[src/rtl/sb_rx_transaction_decoder.sv]
// USB4 sideband receive decoder: deserializes sbrx symbols and decodes
// DLE-framed Link Transactions and Address Transactions.
module sb_rx_transaction_decoder #(
    parameter int MAX_AT_LEN = 64,
    parameter int LEN_W      = $clog2(MAX_AT_LEN + 1)
) (
    input  logic             sb_clk,
    input  logic             rst,
    input  logic             enable,
    input  logic             sbrx,
    output logic             lt_valid,
    output logic [7:0]       lt_lse,
    output logic             at_data_valid,
    output logic [7:0]       at_data,
    output logic             at_end,
    output logic [LEN_W-1:0] at_len,
    output logic             at_is_rsp,
    output logic             rx_err,
    output logic             busy
);

    localparam logic [7:0] DLE     = 8'hFE;
    localparam logic [7:0] STX_CMD = 8'h05;
    localparam logic [7:0] STX_RSP = 8'h04;
    localparam logic [7:0] ETX     = 8'h40;
    localparam logic [LEN_W-1:0] MAX_LEN = LEN_W'(MAX_AT_LEN);

    typedef enum logic [1:0] {B_IDLE, B_DATA, B_STOP, B_WAIT_HI} bit_state_t;
    typedef enum logic [2:0] {F_IDLE, F_DLE, F_LT_CLSE, F_AT_DATA, F_AT_DLE} frm_state_t;

    bit_state_t       bit_state, bit_next;
    logic [2:0]       bit_cnt, bit_cnt_next;
    logic [7:0]       shreg, shreg_next;
    logic             byte_stb, stop_err;

    frm_state_t       frm_state, frm_next;
    logic [7:0]       lse_q, lse_next;
    logic [LEN_W-1:0] len_cnt, len_next;

    logic             lt_valid_n, at_data_valid_n, at_end_n, at_is_rsp_n, rx_err_n;
    logic [7:0]       lt_lse_n, at_data_n;
    logic [LEN_W-1:0] at_len_n;

    // Bit-level deserializer; the byte strobe fires while the stop bit is sampled
    always_comb begin
        bit_next     = bit_state;
        bit_cnt_next = bit_cnt;
        shreg_next   = shreg;
        byte_stb     = 1'b0;
        stop_err     = 1'b0;
        case (bit_state)
            B_IDLE: begin
                if (!sbrx) begin
                    bit_next     = B_DATA;
                    bit_cnt_next = 3'd0;
                end
            end
            B_DATA: begin
                shreg_next   = {sbrx, shreg[7:1]};
                bit_cnt_next = bit_cnt + 3'd1;
                if (bit_cnt == 3'd7) bit_next = B_STOP;
            end
            B_STOP: begin
                if (sbrx) begin
                    byte_stb = 1'b1;
                    bit_next = B_IDLE;
                end else begin
                    stop_err = 1'b1;
                    bit_next = B_WAIT_HI;
                end
            end
            B_WAIT_HI: begin
                if (sbrx) bit_next = B_IDLE;
            end
            default: bit_next = B_IDLE;
        endcase
    end

    always_comb begin
        frm_next        = frm_state;
        lse_next        = lse_q;
        len_next        = len_cnt;
        lt_valid_n      = 1'b0;
        lt_lse_n        = lt_lse;
        at_data_valid_n = 1'b0;
        at_data_n       = at_data;
        at_end_n        = 1'b0;
        at_len_n        = at_len;
        at_is_rsp_n     = at_is_rsp;
        rx_err_n        = 1'b0;
        if (stop_err) begin
            rx_err_n = 1'b1;
            frm_next = F_IDLE;
        end else if (byte_stb) begin
            case (frm_state)
                F_IDLE: begin
                    if (shreg == DLE) frm_next = F_DLE;
                end
                F_DLE: begin
                    if (shreg == STX_CMD || shreg == STX_RSP) begin
                        at_is_rsp_n = (shreg == STX_RSP);
                        len_next    = '0;
                        frm_next    = F_AT_DATA;
                    end else if (shreg[7]) begin
                        lse_next = shreg;
                        frm_next = F_LT_CLSE;
                    end else begin
                        rx_err_n = 1'b1;
                        frm_next = F_IDLE;
                    end
                end
                F_LT_CLSE: begin
                    if (shreg == ~lse_q) begin
                        lt_valid_n = 1'b1;
                        lt_lse_n   = lse_q;
                    end else begin
                        rx_err_n = 1'b1;
                    end
                    frm_next = F_IDLE;
                end
                F_AT_DATA: begin
                    if (shreg == DLE) begin
                        frm_next = F_AT_DLE;
                    end else if (len_cnt == MAX_LEN) begin
                        rx_err_n = 1'b1;
                        frm_next = F_IDLE;
                    end else begin
                        at_data_valid_n = 1'b1;
                        at_data_n       = shreg;
                        len_next        = len_cnt + LEN_W'(1);
                    end
                end
                F_AT_DLE: begin
                    // A stuffed DLE counts against the payload limit like any other byte
                    if (shreg == DLE) begin
                        if (len_cnt == MAX_LEN) begin
                            rx_err_n = 1'b1;
                            frm_next = F_IDLE;
                        end else begin
                            at_data_valid_n = 1'b1;
                            at_data_n       = DLE;
                            len_next        = len_cnt + LEN_W'(1);
                            frm_next        = F_AT_DATA;
                        end
                    end else if (shreg == ETX) begin
                        at_end_n = 1'b1;
                        at_len_n = len_cnt;
                        frm_next = F_IDLE;
                    end else begin
                        rx_err_n = 1'b1;
                        frm_next = F_IDLE;
                    end
                end
                default: frm_next = F_IDLE;
            endcase
        end
    end

    always_ff @(posedge sb_clk) begin
        if (rst || !enable) begin
            bit_state     <= B_IDLE;
            bit_cnt       <= 3'd0;
            shreg         <= 8'd0;
            frm_state     <= F_IDLE;
            lse_q         <= 8'd0;
            len_cnt       <= '0;
            lt_valid      <= 1'b0;
            lt_lse        <= 8'd0;
            at_data_valid <= 1'b0;
            at_data       <= 8'd0;
            at_end        <= 1'b0;
            at_len        <= '0;
            at_is_rsp     <= 1'b0;
            rx_err        <= 1'b0;
        end else begin
            bit_state     <= bit_next;
            bit_cnt       <= bit_cnt_next;
            shreg         <= shreg_next;
            frm_state     <= frm_next;
            lse_q         <= lse_next;
            len_cnt       <= len_next;
            lt_valid      <= lt_valid_n;
            lt_lse        <= lt_lse_n;
            at_data_valid <= at_data_valid_n;
            at_data       <= at_data_n;
            at_end        <= at_end_n;
            at_len        <= at_len_n;
            at_is_rsp     <= at_is_rsp_n;
            rx_err        <= rx_err_n;
        end
    end

    assign busy = enable && ((bit_state != B_IDLE) || (frm_state != F_IDLE));

endmodule

[config.mk]
export PLATFORM = sky130hd
export DESIGN_NAME = sb_rx_transaction_decoder
export DESIGN_NICKNAME = d
export VERILOG_FILES = /design/src/rtl/sb_rx_transaction_decoder.sv
export SDC_FILE = /design/constraint.sdc
export NUM_CORES = 1
export LEC_CHECK = 0
export ABC_AREA = 1
export CAP_MARGIN = 15
export CORE_UTILIZATION = 55
export CTS_BUF_LIST = sky130_fd_sc_hd__clkbuf_16
export DETAILED_ROUTE_END_ITERATION = 16
export PLACE_DENSITY = 0.78
export SKIP_CTS_REPAIR_TIMING = 1
export SYNTH_ARGS = -nofsm -noshare
export SYNTH_HDL_FRONTEND = slang
export SYNTH_SLANG_ARGS = --single-unit
[constraint.sdc]
create_clock -name sb_clk -period 3.9 [get_ports sb_clk]
set_input_delay 0.78 -clock sb_clk [delete_from_list [all_inputs] [get_ports sb_clk]]
set_output_delay 0.78 -clock sb_clk [all_outputs]
set_load 0.005 [all_outputs]
==> results of run 1 <==
==> per-layer routing <==
layer,global-route usage,vias to the layer above,wire length [um]
li1,-,1323,-
met1,0.287,1132,2780
met2,0.397,67,2860
met3,0.0525,9,253
met4,0.135,0,96
met5,0,-,0
==> state kept, by name, indices dropped and copies added, names as in the netlist <==
register,count
at_len,7
lse_q,8
frm_state,3
bit_state,2
at_end,1
lt_lse,8
at_data,8
bit_cnt,3
at_is_rsp,1
at_data_valid,1
rx_err,1
lt_valid,1
len_cnt,7
shreg,8
==> through the flow <==
step	hold slack (ns)	total power [uW]
final	0.468	1390
after global routing	0.486	1420
after CTS	0.466	1400
after detailed placement	0.452	654
after global placement	0.442	654
after floorplan	0.428	644
==> cells in the final DEF, fill, tap and decap left out, types with 2 or more instances in the layout <==
master	synthesis	final
a21oi_1	45	45
a21oi_2	2	2
buf_4	2	2
clkbuf_16	0	9
clkdlybuf4s50_1	0	32
clkinv_1	0	2
clkinvlp_4	0	2
dfxtp_1	59	59
ha_1	4	4
inv_1	47	47
inv_2	3	3
nand2_1	83	83
nand2_2	3	3
nand2_4	2	2
nand3_1	14	14
nand4_1	4	4
nor2_1	51	50
nor2_4	3	3
nor3_1	4	4
nor3_2	3	3
o21ai_0	35	35
o21ai_2	2	2
o31ai_1	3	3
==> worst max-delay path, stage by stage <==
cell and delay, ns:
clkdlybuf4s50_1 0.47, o31ai_1 0.07, inv_1 0.05, clkdlybuf4s50_1 0.48
==> power breakdown <==
group | internal [uW] | switching, uW
clock | 484 | 266
combinational | 10.7 | 22.4
sequential | 607 | 3.95
==> worst max path at each step <==
stage,from,to,cells after the start
global placement,enable,busy,4
floorplan,sbrx,lt_lse[0],6
CTS,enable,busy,4
detailed placement,enable,busy,4
global route,enable,busy,4
finish,enable,busy,4
==> logic make-up after synthesis <==
group                      synth area share
and+or+nand+nor                       0.290
AOI/OAI and AO/OA                     0.172
buffers and inverters                0.0907
DFF                                   0.426
adders and majority gates            0.0180
xor gates and xnor gates            0.00316
==> final cells by class <==
| type | instances | area [sq um] |
|---|---|---|
| well taps | 67 | 83.8 |
| multi-input cells | 269 | 1340 |
| repair buffers | 34 | 335 |
| flip-flops and latches | 59 | 1180 |
| clock buffers | 9 | 225 |
| clock inverters | 6 | 57.6 |
| fillers | 412 | 1370 |
| inverters | 50 | 188 |
==> flow_metrics.env, run 1 <==
export IMPL_grt_pass1_vias=2270
export IMPL_cp_start_kind="input pin"
export IMPL_async_flop_share=0
export IMPL_min_from="at_is_rsp"
export IMPL_synth_net_count=398
export IMPL_ant_nets=0
export IMPL_synth_main_ff_cell="dfxtp_1"
export IMPL_start_util=0.580
export IMPL_setup_tns_ns=0
export IMPL_area_delta_synth_final_pct=23.1
export IMPL_clkSinkCount=59
export IMPL_grt_start_max_net_pins=43
export IMPL_design_area_sq_um=3410
export IMPL_drtIter0Drc=234
export IMPL_wire_per_inst_um=12.1
export IMPL_synth_area_leaders="dfxtp_1, nand2_1, a21oi_1"
export IMPL_die_h_um=73.0
export IMPL_hold_depth=2
export IMPL_clk_pin_slew_worst_paths_ns=0.05
export IMPL_port_buffers=32
export IMPL_drv_cap=0
export IMPL_yosysMostFrequentCell="nand2_1"
export IMPL_cts_root_buf="clkbuf_16"
export IMPL_maxSlewViolCount=0
export IMPL_worst_r2r_endpoint="lse_q[1]"
export IMPL_overflow=0
export IMPL_fmax_mhz=379
export IMPL_fin_ws_ns=1.26
export IMPL_criticalPathCategory="input pin to output pin"
export IMPL_r2r_start="frm_state[0]"
export IMPL_ys_seq_area_frac=0.426
export IMPL_ios=33
export IMPL_regToRegSetupSlack_ns=2.06
export IMPL_avgSynthCellArea_sq_um=7.11
export IMPL_place_gp_congestion=0.858
export IMPL_via_per_inst=5.12
export IMPL_syn_inst=390
export IMPL_die_area_sq_um=5330
export IMPL_antenna_cells=0
export IMPL_fin_crit_ns=2.64
export IMPL_r2r_cells=6
export IMPL_rsz0062_at_grt="no"
export IMPL_ys_seq_elements=59
export IMPL_synth_top_area_cell="dfxtp_1"
export IMPL_grt_usage=0.240
export IMPL_cts_htree_levels=3
export IMPL_finalCritPeriodShare=0.677
export IMPL_clockBufferDepth=2
export IMPL_hp_class="flip-flop to flip-flop"
export IMPL_status="complete, no violations"
export IMPL_antenna_found_initial=0
export IMPL_fin_skew_ns=0.00527
export IMPL_nNetsFinal=431
export IMPL_endpoint_kind="output pin"
export IMPL_synth_top_area_frac=0.426
export IMPL_wl_mm=5.99
export IMPL_crit_arrival_ns=1.86
export IMPL_ir_drop_uv=362
export IMPL_setup_viol=0
export IMPL_timing_final_hold_violations=0
export IMPL_drive_above_1_share=0.0890
export IMPL_yosys_warnings=0
export IMPL_num_vias=2531
export IMPL_synth_edff_count=0
export IMPL_firstDrtPassIters=5
export IMPL_dpl_hpwl_mm=3.96
export IMPL_place_area_sq_um=3120
export IMPL_worstMarginPinSlew_ns=0.731
export IMPL_critPathMaxFanout=2
export IMPL_relSlewSlack=0.510
export IMPL_cts_made_buffers=9
export IMPL_place_inst=478
export IMPL_synthTopCellsByCount="nand2_1, dfxtp_1, nor2_1"
export IMPL_layoutNonFillerInstCount=494
export IMPL_grt_pass1_wl_mm=9.75
export IMPL_critPathRequiredTime_ns=3.12
export IMPL_die_w_um=73.0
export IMPL_drc=0
export IMPL_netlist_area_sq_um=2770
export IMPL_cts_tree="built"
export IMPL_core_sq_um=4790
export IMPL_utilization=0.713
export IMPL_whs_endpoint="at_is_rsp"
export IMPL_num_rows=25
export IMPL_place_ws_ns=1.25
export IMPL_clkLatencyLatePin_ns=0.33
export IMPL_p_leak_uw=0.00140
export IMPL_p_per_area_nw_per_um2=408
export IMPL_synthDistinctLibCells=33
Power figures use the tool's default switching activity.
==> run 2: changes to the inputs <==
==> constraint.sdc (replaced) <==
create_clock -name sb_clk -period 2.7 [get_ports sb_clk]
set_input_delay 0.54 -clock sb_clk [delete_from_list [all_inputs] [get_ports sb_clk]]
set_output_delay 0.54 -clock sb_clk [all_outputs]
set_load 0.005 [all_outputs]
==> run 2 against run 1 <==
  * Global-route usage up 0.97 points
  * Sequential power is 45% higher
  * Routed wire length down 0.17%
  * Worst setup slack worse by 0.91 ns
  * Largest cell class unchanged
  * Critical endpoint unchanged
==> flow_metrics.env, run 2 (synthesis results as in run 1) <==
export IMPL_status="complete, no violations"
export IMPL_grt_pass1_vias=2287
export IMPL_cp_start_kind="flip-flop"
export IMPL_utilization=0.711
export IMPL_worst_r2r_endpoint="at_data[0]"
export IMPL_clockBufferDepth=2
export IMPL_drive_above_1_share=0.0884
export IMPL_firstDrtPassIters=4
export IMPL_fillers=430
export IMPL_layout_common_cells="nand2_1, dfxtp_1, inv_1, nor2_1, a21oi_1"
export IMPL_setup_tns_ns=0
export IMPL_place_gp_congestion=0.862
export IMPL_r2r_start="frm_state[1]"
export IMPL_crit_top_cell="inv_1"
export IMPL_grt_pass1_wl_mm=10.2
export IMPL_clk_pin_slew_worst_paths_ns=0.05
export IMPL_fmax_mhz=425
export IMPL_cts_made_buffers=9
export IMPL_nNetsFinal=433
export IMPL_wl_mm=5.98
export IMPL_p_per_area_nw_per_um2=555
export IMPL_max_stage_delay_ns=0.44
export IMPL_crit_path_start="frm_state[0]"
export IMPL_cts_root_buf="clkbuf_16"
export IMPL_crit_chain="inv_1, nand2_1, nor2_1, inv_1, o31ai_1, inv_1, clkdlybuf4s50_1"
export IMPL_antenna_found_initial=0
export IMPL_setup_viol=0
export IMPL_drv_cap=0
export IMPL_grt_start_max_net_pins=43
export IMPL_ir_drop_uv=410
export IMPL_crit_family="buffers and inverters"
export IMPL_clkSinkCount=59
export IMPL_area_delta_synth_final_pct=22.6
export IMPL_die_area_sq_um=5330
export IMPL_crit_path_end="busy"
export IMPL_drtIter0Drc=168
export IMPL_hold_depth=1
export IMPL_dpl_hpwl_mm=4.09
export IMPL_critPathMaxFanout=4
export IMPL_r2r_cells=9
export IMPL_p_leak_uw=0.00142
export IMPL_ant_nets=0
export IMPL_critPathRequiredTime_ns=2.16
export IMPL_antenna_cells=0
export IMPL_relSlewSlack=0.653
export IMPL_die_w_um=73.0
export IMPL_start_util=0.580
export IMPL_overflow=0
export IMPL_fin_crit_ns=2.35
export IMPL_ios=33
export IMPL_via_per_inst=5.09
export IMPL_cts_htree_levels=3
export IMPL_grt_usage=0.250
export IMPL_clkLatencyLatePin_ns=0.32
export IMPL_final_common_cell="nand2_1"
export IMPL_timing_final_hold_violations=0
export IMPL_drc=0
export IMPL_cts_tree="built"
export IMPL_port_buffers=32
export IMPL_core_sq_um=4790
export IMPL_slowest_stage="clkdlybuf4s50_1"
export IMPL_num_rows=25
export IMPL_fin_skew_ns=0.00373
export IMPL_criticalPathCategory="flip-flop to output pin"
export IMPL_die_h_um=73.0
export IMPL_worstMarginPinSlew_ns=0.520
export IMPL_rsz0062_at_grt="no"
export IMPL_wire_per_inst_um=12.0
export IMPL_finalPower_uw=1890
export IMPL_crit_arrival_ns=1.81
export IMPL_maxSlewViolCount=0
export IMPL_finalCritPeriodShare=0.871
export IMPL_path_buf_inv=4
export IMPL_num_vias=2528
export IMPL_path_depth=7
export IMPL_endpoint_kind="output pin"
export IMPL_regToRegSetupSlack_ns=0.90
export IMPL_hp_class="flip-flop to flip-flop"
## run 2: cell types whose count changed in the layout (fill, tap and decap cells not counted), sizes merged
| cell | before | now |
|---|---|---|
| clkinvlp | 2 | 0 |
| buf | 2 | 4 |
| bufinv | 1 | 0 |
| clkinv | 3 | 4 |
| inv | 50 | 53 |
## run 2: worst reg2reg max path: stages (launching register included)
cell and delay (ns):
dfxtp_1 0.38, inv_1 0.10, nand3_2 0.15, inv_1 0.20, nand2_4 0.13, nand3_4 0.11
nor2_4 0.31, o21ai_0 0.14, o21ai_1 0.10, nor2_1 0.05
## run 2: worst min path at each step
stage | startpoint | to | slack, ns
final | bit_cnt[0] | bit_cnt[0] | 0.46
after detailed placement | bit_cnt[0] | bit_cnt[0] | 0.46
after global routing | at_is_rsp | at_is_rsp | 0.48
after global placement | bit_cnt[0] | bit_cnt[0] | 0.44
after floorplan | bit_cnt[0] | bit_cnt[0] | 0.43
after CTS | bit_cnt[0] | bit_cnt[0] | 0.47
## run 2: final cells by class
cell class | count | area (sq um) | share of cell area
well taps | 67 | 83.8 | 0.0247
clock buffers | 9 | 225 | 0.0662
flip-flops and latches | 59 | 1180 | 0.347
clock inverters | 7 | 28.8 | 0.00846
inverters | 50 | 188 | 0.0552
multi-input cells | 269 | 1340 | 0.395
repair buffers | 36 | 350 | 0.103
## run 2: per-layer routing
| layer | GRT usage | up-vias | routed length [um] |
|---|---|---|---|
| met3 | 0.0691 | 10 | 248 |
| met2 | 0.412 | 52 | 2870 |
| met1 | 0.306 | 1142 | 2770 |
| met4 | 0.102 | 0 | 99 |
| met5 | 0 | - | 0 |
| li1 | - | 1324 | - |
## run 2: power breakdown
| group | switching [uW] | total (uW) | internal [uW] |
|---|---|---|---|
| clock network | 359 | 956 | 598 |
| registers | 5.79 | 883 | 877 |
| logic | 32.4 | 47.8 | 15.4 |
| total | 397 | 1890 | 1490 |
## run 2: stage by stage
step	instance area, sq um	instances	setup WS (ns)	hold slack (ns)
final	3400	497	0.349	0.463
after global routing	3400	497	0.260	0.484
after CTS	3400	497	0.348	0.468
after detailed placement	3150	481	0.363	0.460
after global placement	3150	481	0.411	0.445
after floorplan	2770	390	1.20	0.428
